--- config.mk ---
export PLATFORM = sky130hd
export DESIGN_NAME = lift_dispatcher
export DESIGN_NICKNAME = d
export VERILOG_FILES = /design/src/rtl/lift_pkg.sv /design/src/rtl/lift_pending_mask.sv /design/src/rtl/lift_dispatcher.sv
export SDC_FILE = /design/constraint.sdc
export NUM_CORES = 1
export LEC_CHECK = 0
export ABC_AREA = 1
export CORE_ASPECT_RATIO = 1.25
export CORE_MARGIN = 2
export CORE_UTILIZATION = 40
export DETAILED_ROUTE_END_ITERATION = 10
export GPL_TIMING_DRIVEN = 0
export HOLD_SLACK_MARGIN = 0.03
export PLACE_DENSITY = 0.68
export SETUP_SLACK_MARGIN = 0.05
export SYNTH_ARGS = -nofsm -noshare
export SYNTH_HDL_FRONTEND = slang
export SYNTH_SLANG_ARGS = --single-unit
export TNS_END_PERCENT = 30
--- constraint.sdc ---
create_clock -name clk -period 6.1 [get_ports clk]
set_input_delay 0.61 -clock clk [delete_from_list [all_inputs] [get_ports clk]]
set_output_delay 0.61 -clock clk [all_outputs]
set_load 0.01 [all_outputs]
--- src/rtl/lift_pkg.sv ---
// Shared definitions for the dual-lift request dispatcher: default sizes,
// dispatcher FSM states and the floor distance helper.
package lift_pkg;

    localparam int LIFT_FLOORS = 16;
    localparam int LIFT_FW     = 4;
    localparam int LIFT_CNTW   = 8;

    typedef enum logic [1:0] {
        ST_IDLE  = 2'd0,
        ST_EVAL  = 2'd1,
        ST_ISSUE = 2'd2,
        ST_WAIT  = 2'd3
    } state_e;

    // Absolute floor distance; operands are zero-extended floor codes, so
    // the subtraction never wraps.
    function automatic int unsigned floor_dist(input int unsigned a, input int unsigned b);
        return (a > b) ? (a - b) : (b - a);
    endfunction

endpackage

--- src/rtl/lift_pending_mask.sv ---
// Pending-floor mask for one lift. A floor bit is set when the dispatcher
// writes that floor into the lift FIFO and cleared when the lift reports it
// served the floor. If both hit the same bit in one cycle, the set wins so a
// freshly queued request is never lost.
module lift_pending_mask
    import lift_pkg::*;
#(
    parameter int FLOORS = LIFT_FLOORS,
    parameter int FW     = LIFT_FW
) (
    input  logic              clk,
    input  logic              rst,
    input  logic              set_i,
    input  logic [FW-1:0]     set_floor_i,
    input  logic              clr_i,
    input  logic [FW-1:0]     clr_floor_i,
    output logic [FLOORS-1:0] mask_o
);

    logic [FLOORS-1:0] mask_q, mask_d;
    logic [FLOORS-1:0] set_vec, clr_vec;

    // Decode set/clear floors into one-hot vectors; out-of-range codes decode to nothing.
    always_comb begin
        set_vec = '0;
        clr_vec = '0;
        for (int i = 0; i < FLOORS; i++) begin
            set_vec[i] = set_i && (32'(set_floor_i) == 32'(i));
            clr_vec[i] = clr_i && (32'(clr_floor_i) == 32'(i));
        end
        mask_d = (mask_q & ~clr_vec) | set_vec;
    end

    // Mask register.
    always_ff @(posedge clk) begin
        if (rst) mask_q <= '0;
        else     mask_q <= mask_d;
    end

    assign mask_o = mask_q;

endmodule

--- src/rtl/lift_dispatcher.sv ---
// Dual-lift request dispatcher. Accepts one floor request at a time, drops
// invalid floors and floors already pending on either lift, and writes each
// accepted floor into the FIFO of the nearer lift (round-robin on ties,
// falling back to the other lift if the preferred FIFO is full, waiting if
// both are full).
module lift_dispatcher
    import lift_pkg::*;
#(
    parameter int FLOORS = LIFT_FLOORS,
    parameter int FW     = LIFT_FW,
    parameter int CNTW   = LIFT_CNTW
) (
    input  logic              clk,
    input  logic              rst,
    input  logic              req_valid,
    input  logic [FW-1:0]     req_floor,
    output logic              req_ready,
    input  logic [FW-1:0]     floor_l1,
    input  logic [FW-1:0]     floor_l2,
    input  logic              full1,
    input  logic              full2,
    input  logic              arr1_valid,
    input  logic [FW-1:0]     arr1_floor,
    input  logic              arr2_valid,
    input  logic [FW-1:0]     arr2_floor,
    output logic              wr1,
    output logic              wr2,
    output logic [FW-1:0]     din1,
    output logic [FW-1:0]     din2,
    output logic [FLOORS-1:0] pend1,
    output logic [FLOORS-1:0] pend2,
    output logic [CNTW-1:0]   drop_cnt
);

    state_e          state_q, state_d;
    logic [FW-1:0]   req_q, req_d;
    logic            sel_q, sel_d;     // 0 = lift 1, 1 = lift 2
    logic            rr_q, rr_d;       // tie-break pointer, 0 = lift 1
    logic [FW-1:0]   din1_q, din1_d;
    logic [FW-1:0]   din2_q, din2_d;
    logic [CNTW-1:0] drop_q, drop_d;

    logic            invalid, hit1, hit2;
    int unsigned     d1, d2;
    logic            tie, pref, pref_full, other_full;

    // Lookup of the held request in the registered pending masks.
    always_comb begin
        invalid = (32'(req_q) >= 32'(FLOORS));
        hit1    = 1'b0;
        hit2    = 1'b0;
        for (int i = 0; i < FLOORS; i++) begin
            if (32'(req_q) == 32'(i)) begin
                hit1 = pend1[i];
                hit2 = pend2[i];
            end
        end
    end

    // Lift preference: smaller distance wins, rr pointer breaks ties.
    always_comb begin
        d1         = floor_dist(32'(req_q), 32'(floor_l1));
        d2         = floor_dist(32'(req_q), 32'(floor_l2));
        tie        = (d1 == d2);
        pref       = tie ? rr_q : (d2 < d1);
        pref_full  = pref ? full2 : full1;
        other_full = pref ? full1 : full2;
    end

    // Next-state logic for the dispatcher FSM and its datapath registers.
    always_comb begin
        state_d = state_q;
        req_d   = req_q;
        sel_d   = sel_q;
        rr_d    = rr_q;
        din1_d  = din1_q;
        din2_d  = din2_q;
        drop_d  = drop_q;
        unique case (state_q)
            ST_IDLE: begin
                if (req_valid) begin
                    req_d   = req_floor;
                    state_d = ST_EVAL;
                end
            end
            ST_EVAL: begin
                if (invalid || hit1 || hit2) begin
                    if (drop_q != {CNTW{1'b1}}) drop_d = drop_q + 1'b1;
                    state_d = ST_IDLE;
                end else if (pref_full && other_full) begin
                    state_d = ST_WAIT;
                end else begin
                    // Write data is staged here so din changes only with its strobe.
                    sel_d = pref_full ? ~pref : pref;
                    if (sel_d) din2_d = req_q;
                    else       din1_d = req_q;
                    if (tie) rr_d = ~rr_q;
                    state_d = ST_ISSUE;
                end
            end
            ST_ISSUE: begin
                state_d = ST_IDLE;
            end
            ST_WAIT: begin
                if (!full1 || !full2) state_d = ST_EVAL;
            end
            default: state_d = ST_IDLE;
        endcase
    end

    // FSM and datapath registers; reset discards any in-flight request.
    always_ff @(posedge clk) begin
        if (rst) begin
            state_q <= ST_IDLE;
            req_q   <= '0;
            sel_q   <= 1'b0;
            rr_q    <= 1'b0;
            din1_q  <= '0;
            din2_q  <= '0;
            drop_q  <= '0;
        end else begin
            state_q <= state_d;
            req_q   <= req_d;
            sel_q   <= sel_d;
            rr_q    <= rr_d;
            din1_q  <= din1_d;
            din2_q  <= din2_d;
            drop_q  <= drop_d;
        end
    end

    lift_pending_mask #(.FLOORS(FLOORS), .FW(FW)) u_pend1 (
        .clk        (clk),
        .rst        (rst),
        .set_i      (wr1),
        .set_floor_i(req_q),
        .clr_i      (arr1_valid),
        .clr_floor_i(arr1_floor),
        .mask_o     (pend1)
    );

    lift_pending_mask #(.FLOORS(FLOORS), .FW(FW)) u_pend2 (
        .clk        (clk),
        .rst        (rst),
        .set_i      (wr2),
        .set_floor_i(req_q),
        .clr_i      (arr2_valid),
        .clr_floor_i(arr2_floor),
        .mask_o     (pend2)
    );

    assign req_ready = (state_q == ST_IDLE);
    assign wr1       = (state_q == ST_ISSUE) && !sel_q;
    assign wr2       = (state_q == ST_ISSUE) &&  sel_q;
    assign din1      = din1_q;
    assign din2      = din2_q;
    assign drop_cnt  = drop_q;

endmodule

==> metrics <==
final WL 9660 um; Area growth, synth to finish 29.5%; Max transition margin 0.606; endpoint class of the critical path flip-flop; Crit path arrival time 4.58 ns; Fmax 228 MHz; worst hold stages 2; share of cells above drive strength 1 0.0437; Final Setup Violations 0; Final Skew 0.00728 ns; Fin Setup TNS 0 ns; peak supply drop 0.124 mV; total net switching power 303 uW; post-synthesis sequential area ratio 0.321; synthesized area per cell 6.85 sq um; largest net degree at the start of global routing 17; # hold bufs at CTS 0; number of top-level pins 78; Power Total 906 uW; startpoint types input pin; Synth Area in Simple Gates 0.257; area of the multi-input gates 0.00207 sq mm; CTS tree done; commonest non-fill, non-tap cell in the layout nand2_1; final hold slack 0.468 ns; LEAKAGE 1.78 nW; xor/xnor share of the synthesized area 0.0251; total track usage 0.204; top-area cell type share of the netlist area 0.321; Setup WS pre-CTS 1.44 ns; chip width 87.6 um; final net count 651; dominant cells by area after synthesis dfxtp_1 32%, nand2_1 11%, a21oi_1 9.3%; worst-case clock buffer depth 2; Syn Nets 567; Tcrit/Tclk final 0.720; commonest cells after routing, fill and taps aside 106 x nand2_1, 77 x clkdlybuf4s50_1, 65 x a21oi_1, 65 x inv_1, 56 x dfxtp_1; Syn. warnings 0; # clock sinks 56; final setup margin 1.71 ns; Sw Share 0.334; Post-route DRC 0; Die Span Y 108 um; post_cts resized 0; std cell rows 38; diode count 0; CP Class input pin to flip-flop; Clk pwr share 0.271; Starting Density 0.406; area leader, netlist dfxtp_1; grt total ovfl 0; cell count after synthesis 510; utilization after layout 0.525; number of global-route vias before repair 3453; PD cells 200 mW/mm^2; Post-Synth Adder-Cell Area 0.116; Max-cap violations 0; wire per inst 13.5 um; Port Buf Inserts 77; Worst Tran Pin Value 0.590 ns; vias after detailed routing 3599; die area 0.00950 sq mm; Gate power share 0.296; CP max FO 7; Fillers 851; Final Wtd Congestion 0.892; FF-to-FF setup slack 1.88 ns; min Tclk post-route 4.39 ns; first-pass GRT wire length 15600 um; Int Power 603 uW; post-synthesis mux area share 0.00896; Hold/Removal Path Class flip-flop to flip-flop; # Post-CTS Setup Buffers 0; Antenna Nets Post-Route 0; H-tree depth 2; core footprint 0.00861 sq mm; clk slew on worst S/H paths 0.10 ns; main combinational cell family by area after synthesis simple AND/OR/NAND/NOR gates; CP required 6.29 ns; worst r2r path cells 20; initial antenna violation count 0; post-synthesis cell type count 32; HPWL Detailed 7610 um; Pre-antenna DRT Iters 5; drt first-iter violations 174; total CTS buffers 5; Hold Violations, Final 0; unrepaired setup endpoints after global routing false; Reg area 0.00112 sq mm; Vias/cell 5.03; Synth Area in Compound Gates 0.185; Cell Area, Synth 0.00349 sq mm; #FFs+latches synth 56; part of the power in registers 0.433; final slew viol count 0; status finished clean; worst skew pair latency 0.31 ns; clock root buffer clkbuf_8
## state kept, by name, summed over array words and instances, names as in the netlist
| name | count |
|---|---|
| u_pend1.mask_o | 16 |
| u_pend2.mask_o | 16 |
| drop_cnt | 8 |
| din1 | 4 |
| din2 | 4 |
| req_q | 4 |
| state_q | 2 |
| rr_q | 1 |
| sel_q | 1 |
## final timing paths
kind | startpoint | endpoint
setup / recovery | floor_l2[2] | din2[0]
hold / removal | din2[3] | din2[3]
setup reg to reg | req_q[2] | din2[0]
hold reg to reg | din2[3] | din2[3]
## cells in the mapped netlist
master      n
nand3_1    29
nor2_4      3
and2_1      2
o22ai_1     3
mux2i_1     2
a221oi_1    2
ha_1       26
o21ai_1     4
clkbuf_1    7
xnor2_1     1
dfxtp_1    56
o31ai_1     2
inv_2       5
nand2_1   106
a21boi_0    1
nor3_1      3
xor2_1      9
inv_1      65
mux2_2      1
nor2_2      6
o211ai_1    1
nor3b_1     2
buf_1       1
nor2_1     42
fa_1        4
o21ai_0    47
buf_4       1
clkinv_1    1
a21oi_1    65
nand4_1     9
nand2_2     3
or2_0       1
## power groups by stage
stage               clock network, mW  registers, mW  logic (mW)
global route                    0.263          0.394       0.304
CTS                             0.248          0.392       0.268
floorplan                           0          0.397       0.181
detailed placement                  0          0.401       0.266
global placement                    0          0.400       0.257
finish                          0.245          0.392       0.268
## kinds of logic after synthesis
logic type / Yosys count
buf+inv: 80
mux: 3
fa+ha+maj: 30
xor+xnor: 10
flops: 56
compound gates: 125
simple gates: 206
## per-layer routing
| layer | part of all wire | track usage | up-vias |
|---|---|---|---|
| li1 | - | - | 1838 |
| met1 | 0.44 | 0.257 | 1655 |
| met2 | 0.50 | 0.363 | 94 |
| met3 | 0.041 | 0.0229 | 12 |
| met4 | 0.018 | 0.0604 | 0 |
| met5 | 0 | 0 | - |
## metrics by stage
stage	instance area, sq um	instances
finish	4520	715
global route	4520	715
CTS	4520	715
detailed placement	4410	707
global placement	4410	707
floorplan	3490	510
## area by class of cell
type | instances | area share
Buffer | 9 | 0.00830
Clock buffer | 6 | 0.0161
Clock inverter | 2 | 0.00775
Inverter | 71 | 0.0590
Multi-Input combinational cell | 374 | 0.457
Sequential cell | 56 | 0.248
Tap cell | 120 | 0.0332
Timing Repair Buffer | 77 | 0.170
## critical path, stage by stage
cell and delay, ns:
clkdlybuf4s50_1 0.49, inv_1 0.05, ha_1 0.27, clkbuf_1 0.18, a21oi_1 0.21, a21oi_1 0.09
o22ai_1 0.40, nand2_1 0.09, o21ai_0 0.13, xor2_1 0.18, inv_1 0.07, ha_1 0.30
nand2_1 0.09, a21oi_1 0.04, nor3_1 0.12, a21boi_0 0.11, o31ai_1 0.33, o21ai_0 0.18
nor2_1 0.27, nand2_1 0.20, nand2_1 0.11, a21oi_1 0.06
Note: power is estimated with default switching activity, not from simulation.
